`src/rtl/mt_seeder.sv`:
```
// mt_seeder: expands one seed word into the N-word mersenne twister state
// using the standard initialisation recurrence. The words are streamed to the
// twister one per cycle, oldest word first. Generate requests are passed
// through only once the twister has been fully seeded.
module mt_seeder #(
    parameter int             W = 32,
    parameter int             N = 624,
    parameter logic [W-1:0]   F = 32'h6C078965
) (
    input  logic         clk,
    input  logic         rst,
    input  logic         start,
    input  logic [W-1:0] seed,
    input  logic         gen_req,
    output logic         load_value,
    output logic [W-1:0] value,
    output logic         gen_rv,
    output logic         busy,
    output logic         ready,
    output logic         done
);

    localparam int               IDX_W    = (N > 1) ? $clog2(N) : 1;
    localparam logic [IDX_W-1:0] LAST_IDX = IDX_W'(N - 1);

    typedef enum logic [1:0] {
        S_IDLE  = 2'd0,
        S_LOAD  = 2'd1,
        S_READY = 2'd2
    } state_t;

    state_t           state_q;
    logic             load_q;
    logic [W-1:0]     value_q;
    logic             busy_q;
    logic             ready_q;
    logic             done_q;
    logic [IDX_W-1:0] idx_q;
    logic [W-1:0]     x_next;

    // One step of the MT initialisation recurrence; the product and the sum
    // wrap modulo 2^W, and the index of the current word is zero-extended.
    function automatic logic [W-1:0] next_word(input logic [W-1:0]     x,
                                               input logic [IDX_W-1:0] i);
        logic [W-1:0] mixed;
        mixed = x ^ (x >> (W - 2));
        return (F * mixed) + W'(i) + W'(1);
    endfunction

    assign x_next = next_word(value_q, idx_q);

    // Control FSM: IDLE waits for a seed, LOAD streams N words, READY opens
    // the generate gate. READY accepts start as a reseed exactly like IDLE.
    always_ff @(posedge clk) begin
        if (rst) begin
            state_q <= S_IDLE;
            load_q  <= 1'b0;
            value_q <= '0;
            busy_q  <= 1'b0;
            ready_q <= 1'b0;
            done_q  <= 1'b0;
            idx_q   <= '0;
        end else begin
            done_q <= 1'b0;
            case (state_q)
                S_IDLE, S_READY: begin
                    if (start) begin
                        state_q <= S_LOAD;
                        value_q <= seed;
                        load_q  <= 1'b1;
                        busy_q  <= 1'b1;
                        ready_q <= 1'b0;
                        idx_q   <= '0;
                    end
                end
                S_LOAD: begin
                    // start is deliberately ignored here: a load always runs
                    // to completion unless reset intervenes.
                    if (idx_q == LAST_IDX) begin
                        state_q <= S_READY;
                        load_q  <= 1'b0;
                        busy_q  <= 1'b0;
                        ready_q <= 1'b1;
                        done_q  <= 1'b1;
                        value_q <= '0;
                        idx_q   <= '0;
                    end else begin
                        value_q <= x_next;
                        idx_q   <= idx_q + IDX_W'(1);
                    end
                end
                default: begin
                    state_q <= S_IDLE;
                end
            endcase
        end
    end

    // ready is low whenever load_value is high, so the gate also guarantees
    // the twister never sees a load and a generate in the same cycle.
    assign gen_rv     = gen_req & ready_q;
    assign load_value = load_q;
    assign value      = value_q;
    assign busy       = busy_q;
    assign ready      = ready_q;
    assign done       = done_q;

endmodule

```
`config.mk`:
```
export PLATFORM = sky130hd
export DESIGN_NAME = mt_seeder
export DESIGN_NICKNAME = d
export VERILOG_FILES = /design/src/rtl/mt_seeder.sv
export SDC_FILE = /design/constraint.sdc
export NUM_CORES = 1
export LEC_CHECK = 0
export CAP_MARGIN = 20
export CORE_MARGIN = 1
export CORE_UTILIZATION = 55
export DETAILED_ROUTE_END_ITERATION = 10
export PLACE_DENSITY = 0.83
export SYNTH_ARGS = -nofsm -noshare
export SYNTH_HDL_FRONTEND = slang
export SYNTH_SLANG_ARGS = --single-unit
```
`constraint.sdc`:
```
create_clock -name clk -period 6.28 [get_ports clk]
set_input_delay 1.256 -clock clk [delete_from_list [all_inputs] [get_ports clk]]
set_output_delay 1.256 -clock clk [all_outputs]
set_load 0.1 [all_outputs]
```
==> flow_summary.json, run 1 <==
{
  "ys_types": 48,
  "relSlewSlack_pct": 30.7,
  "cts_hold_buf": 0,
  "grt_pass1_vias": 8735,
  "filler_cell_count": 1407,
  "ios": 73,
  "setup_viol": 0,
  "grt_pass1_wl_um": 45700,
  "syn_nets": 1498,
  "period_share_pct": 97.4,
  "antenna_found_initial": 0,
  "cp_max_fo": 4,
  "slowest_stage": "fa_1",
  "maxCapViolCount": 0,
  "drv_slew": 0,
  "synth_enable_flop_cells": 0,
  "die_area_sq_mm": 0.0192,
  "vias": 8023,
  "final_net_count": 1602,
  "worst_setup_path_end_kind": "flip-flop",
  "postPlaceCellArea_sq_mm": 0.0116,
  "worstPathBufferInverterCount": 4,
  "fin_skew_ns": 0.00473,
  "regArea_sq_um": 986,
  "holdPathStages": 2,
  "drt-wirelength-per-cell_um": 19.9,
  "die_y_um": 139,
  "synth_top_flop_cell": "dfxtp_1",
  "firstDrtPassIters": 10,
  "multiInputGateArea_sq_mm": 0.00838,
  "ys_ff_latch": 47,
  "yosys_warnings": 0,
  "antenna_cells": 0,
  "grt_max_degree": 34,
  "routabilityCongestion": 0.999,
  "fin_util_pct": 65.3,
  "cts_buffers": 5,
  "yosysSeqAreaShare_pct": 9.17,
  "holdPathEnd": "ready",
  "violations": "design-rule violations",
  "rsz0062_at_grt": "true",
  "whs_ns": 0.472,
  "clk_latency_ns": 0.30,
  "design_area_sq_mm": 0.0119,
  "drt-total-wl_um": 28000,
  "slowest_delay_ns": 0.51,
  "period_needed_ns": 6.11,
  "cts_tree": "built",
  "cp_data_required_time_ns": 6.48,
  "r2r-start": "value[31]",
  "die_w_um": 139,
  "ctsHtreeMaxLevel": 2,
  "r2r_cells": 23,
  "clock-sinks": 47,
  "cts_setup_buffers": 0,
  "drc": 4,
  "crit_family": "adder cells",
  "grt_use_total_pct": 31.1,
  "postRouteAntennaNets": 0,
  "worstSetupPathType": "reg -> reg",
  "pre_cts_slack_ns": 0.0251,
  "postSynthCellCount": 1070,
  "tightest_slew_ns": 1.04,
  "hp-class": "reg -> reg",
  "timing.rr.end": "value[31]",
  "status": "finished, violations left",
  "area_growth_pct": 15.6,
  "drive_above_1_share_pct": 8.17,
  "min-delay-start": "ready",
  "initial_core_util_pct": 56.5,
  "cts_buffer_depth": 2,
  "core-area_sq_mm": 0.0181,
  "path_common_cell": "fa_1",
  "hpwlAfterDp_um": 23200,
  "port-buffer-count": 72,
  "crit_chain": "xor2_2 > xor2_1 > ha_1 > or2_2 > ha_1 > inv_1 > fa_1 > inv_1 > ha_1 > fa_1 > fa_1 > fa_1 > inv_1 > fa_1 > inv_1 > ha_1 > a211oi_2 > a311oi_2 > a31oi_1 > o21ai_1 > a21oi_1 > mux2i_1 > nand2_1",
  "arrival_ns": 6.31,
  "num_rows": 49,
  "synthArstFlopShare_pct": 0,
  "via_per_inst": 5.71,
  "finalHoldViolations": 0,
  "syn_area_sq_mm": 0.0103,
  "drtIter0Drc": 535,
  "setup_slack_ns": 0.165,
  "clkSlewWorstSetupHoldPaths_ns": 0.07,
  "cp-start-kind": "flip-flop",
  "syn_area_per_cell_sq_um": 9.59,
  "max_clock_freq_ghz": 0.164,
  "cts_root_buffer": "clkbuf_16",
  "grt-ovfl-total": 0,
  "reg2reg_slack_ns": 0.17
}
flip-flops by register name (all words and copies together) (netlist names):
signal and cells:
value 32, state_q 2, done 1, idx_q 10, ready 1, busy 1
placed cells by master (no fill, tap or decap), types with 9 or more instances in the layout:
| master | n |
|---|---|
| inv_1 | 264 |
| ha_1 | 231 |
| fa_1 | 154 |
| clkdlybuf4s50_1 | 72 |
| nor2_1 | 59 |
| a21oi_1 | 45 |
| xnor2_1 | 45 |
| buf_4 | 44 |
| nand2_1 | 40 |
| dfxtp_1 | 27 |
| xor2_1 | 19 |
| a21o_1 | 14 |
| dfxtp_2 | 12 |
| mux2i_1 | 11 |
| o22ai_1 | 11 |
| o21ai_0 | 10 |
| nand3_1 | 9 |
area by class of cell:
class | count | share of cell area (%)
Timing Repair Buffer | 116 | 8.86
Clock buffer | 6 | 1.27
Tap cell | 229 | 2.42
Sequential cell | 47 | 8.31
Multi-Input combinational cell | 740 | 70.7
Clock inverter | 2 | 0.127
Inverter | 264 | 8.36
routing by layer:
layer  GRT usage [%]  part of all wire (%)
met5               0                     0
met4            9.40                   3.1
met3            4.97                   9.0
met2            52.5                    47
met1            41.1                    40
tightest hold or removal path: cells and delay by family, from the launching register on:
kind	cells	cell delay, ns
compound gates	1	0.05
buf+inv	1	0.05
flops	1	0.33
worst max path at each step:
stage	cells after the start	end	slack (ns)	startpoint
after floorplan	19	value[28]	0.006	value[20]
after global placement	24	value[28]	0.09	value[11]
after detailed placement	24	value[28]	0.03	value[11]
after CTS	23	value[31]	0.03	value[30]
after global routing	23	value[25]	-0.04	value[12]
final	23	value[31]	0.17	value[31]
Yosys cell counts, drive strengths merged (9+ instances only):
cell,number,area [sq um]
o21ai,12,60.1
nand2,40,150
a21o,14,105
mux2i,11,110
inv,264,991
fa,154,3080
ha,238,2980
clkbuf,14,52.6
nand3,9,45.0
xnor2,45,394
o22ai,12,75.1
nor2,59,221
dfxtp,47,941
xor2,21,184
a21oi,47,235
what timing repair did:
item	4_1_cts	5_1_grt
hold endpoints to repair	0	0
cloned	0	0
resized for setup	1	19
pin swaps	0	9
setup endpoints to repair	1	13
through the flow:
stage / instances / TNS (ns)
after CTS: 1404 / 0
after detailed placement: 1396 / 0
final: 1404 / 0
after global routing: 1404 / -0.0758
after floorplan: 1070 / 0
after global placement: 1396 / 0
logic make-up after synthesis:
family | share of synthesized area, %
compound gates | 8.33
xor+xnor | 5.63
fa+ha+maj | 59.1
buf+inv | 10.4
flops | 9.17
mux | 1.07
simple gates | 6.33
Power of run 1 is left out: the tool's default activity adds up to more than one toggle a clock period on the data nets, which glitch-free logic cannot reach.
==> inputs of run 2 (changes only) <==
--- a/config.mk
+++ b/config.mk
@@ -7,9 +7,9 @@
 export LEC_CHECK = 0
 export CAP_MARGIN = 20
 export CORE_MARGIN = 1
-export CORE_UTILIZATION = 55
+export CORE_UTILIZATION = 56
 export DETAILED_ROUTE_END_ITERATION = 10
-export PLACE_DENSITY = 0.83
+export PLACE_DENSITY = 0.85
 export SYNTH_ARGS = -nofsm -noshare
 export SYNTH_HDL_FRONTEND = slang
 export SYNTH_SLANG_ARGS = --single-unit
==> flow_summary.json, run 2 (synthesis gave the netlist of run 1 again) <==
{
  "status": "complete, no violations",
  "drc": 0,
  "final_cells": 1410,
  "hpwlAfterDp_um": 23500,
  "via_per_inst": 5.71,
  "drtIter0Drc": 506,
  "die_y_um": 137,
  "cts_root_buffer": "clkbuf_16",
  "dp_cells": 1398,
  "drt-wirelength-per-cell_um": 20.2,
  "cp_data_required_time_ns": 6.52,
  "largest_reg_flops": 32,
  "final_common_cell": "inv_1",
  "worstSetupPathType": "reg -> reg",
  "die_area_sq_mm": 0.0189,
  "drv_slew": 0,
  "cts_buffer_depth": 2,
  "cp_max_fo": 4,
  "clk_latency_ns": 0.31,
  "cts_buffers": 5,
  "grt-ovfl-total": 0,
  "r2r-start": "value[12]",
  "grt_use_total_pct": 32.1,
  "worst_setup_path_end_kind": "flip-flop",
  "maxCapViolCount": 0,
  "clock-sinks": 47,
  "hp-class": "reg -> reg",
  "min-delay-start": "ready",
  "die_w_um": 137,
  "fin_util_pct": 66.5,
  "drt-total-wl_um": 28500,
  "core-area_sq_mm": 0.0180,
  "grt_pass1_wl_um": 44500,
  "postRouteAntennaNets": 0,
  "grt_pass1_vias": 8587,
  "antenna_found_initial": 0,
  "drive_above_1_share_pct": 9.06,
  "filler_cell_count": 1335,
  "final_net_count": 1608,
  "fin_skew_ns": 0.00696,
  "final_cell_mix": "inv_1 (264), ha_1 (232), fa_1 (154)",
  "finalHoldViolations": 0,
  "critPathLaunch": "value[12]",
  "grt_max_degree": 34,
  "clkSlewWorstSetupHoldPaths_ns": 0.07,
  "max_clock_freq_ghz": 0.162,
  "period_share_pct": 98.4,
  "arrival_ns": 6.42,
  "antenna_cells": 0,
  "initial_core_util_pct": 57.1,
  "relSlewSlack_pct": 28.9,
  "setup-tns-final_ns": 0,
  "ctsHtreeMaxLevel": 2,
  "ios": 73,
  "port-buffer-count": 72,
  "period_needed_ns": 6.18,
  "num_rows": 49,
  "cp-start-kind": "flip-flop",
  "firstDrtPassIters": 5,
  "vias": 8058,
  "area_growth_pct": 16.5,
  "cts_tree": "built",
  "routabilityCongestion": 0.971,
  "tightest_slew_ns": 1.06,
  "setup_viol": 0
}
-- run 2: cell count changes in the layout (fill, tap and decap cells not counted), moves of 2 or more --
cell	before	now
o21ai_2	0	2
buf_4	44	48
buf_6	0	2
nor2_1	59	57
nor2_2	0	2
-- run 2: per-stage QoR --
stage               instance area, sq um  worst slack (ns)  hold slack, ns
floorplan                          10300           0.00646           0.445
global placement                   11600             0.125           0.453
detailed placement                 11600            0.0259           0.459
CTS                                11800            0.0175           0.480
global route                       12000           -0.0900           0.517
finish                             12000            0.0988           0.477
-- run 2: final cells by class --
class | instances | area, sq um | share of cell area, %
repair buffers | 122 | 1100 | 9.23
multi-input cells | 740 | 8410 | 70.4
flip-flops and latches | 47 | 986 | 8.25
well taps | 229 | 287 | 2.40
clock buffers | 5 | 125 | 1.05
clock inverters | 3 | 45.0 | 0.377
inverters | 264 | 991 | 8.29
-- run 2: path summary, 6_finish.rpt --
path / end / slack [ns] / depth (start not counted)
hold / removal: ready / 0.48 / 2
setup / recovery: value[23] / 0.1 / 24
hold reg to reg: ready / 0.48 / 2
setup reg to reg: value[23] / 0.1 / 24
-- run 2: per-layer routing --
metal / vias to the layer above / share of wire, % / GRT usage (%)
met4: 0 / 5.0 / 13.8
met5: - / 0 / 0
met3: 103 / 8.8 / 5.89
li1: 3650 / - / -
met1: 3884 / 38 / 40.1
met2: 421 / 48 / 54.3
-- run 2: timing repair --
item,CTS,global route
hold buffers,0,0
setup endpoints to repair,1,12
resized for setup,1,28
buffers inserted,0,4
endpoints found under the hold margin,0,0
pin swaps,2,9
-- run 2: critical path: stages (launching register included) --
cell	delay (ns)
dfxtp_4	0.36
ha_1	0.29
ha_1	0.29
fa_1	0.50
inv_1	0.05
fa_1	0.47
inv_1	0.05
fa_1	0.47
fa_1	0.55
fa_1	0.54
inv_1	0.06
fa_1	0.49
inv_1	0.07
ha_4	0.29
a21o_1	0.19
o21ai_2	0.09
o2bb2ai_4	0.14
a311oi_2	0.24
buf_4	0.17
buf_4	0.11
o21a_1	0.13
nor2_2	0.04
xnor2_1	0.19
nand2_1	0.10
a211oi_2	0.20
Power of run 2 is left out for the same reason.
==> inputs of run 3 (changes only) <==
--- a/config.mk
+++ b/config.mk
@@ -10,6 +10,7 @@
 export CORE_UTILIZATION = 56
 export DETAILED_ROUTE_END_ITERATION = 10
 export PLACE_DENSITY = 0.85
+export SLEW_MARGIN = 20
 export SYNTH_ARGS = -nofsm -noshare
 export SYNTH_HDL_FRONTEND = slang
 export SYNTH_SLANG_ARGS = --single-unit
==> results of run 3 <==
Final layout, timing and power as in run 2 (identical DEF).
Power of run 3 is left out for the same reason.
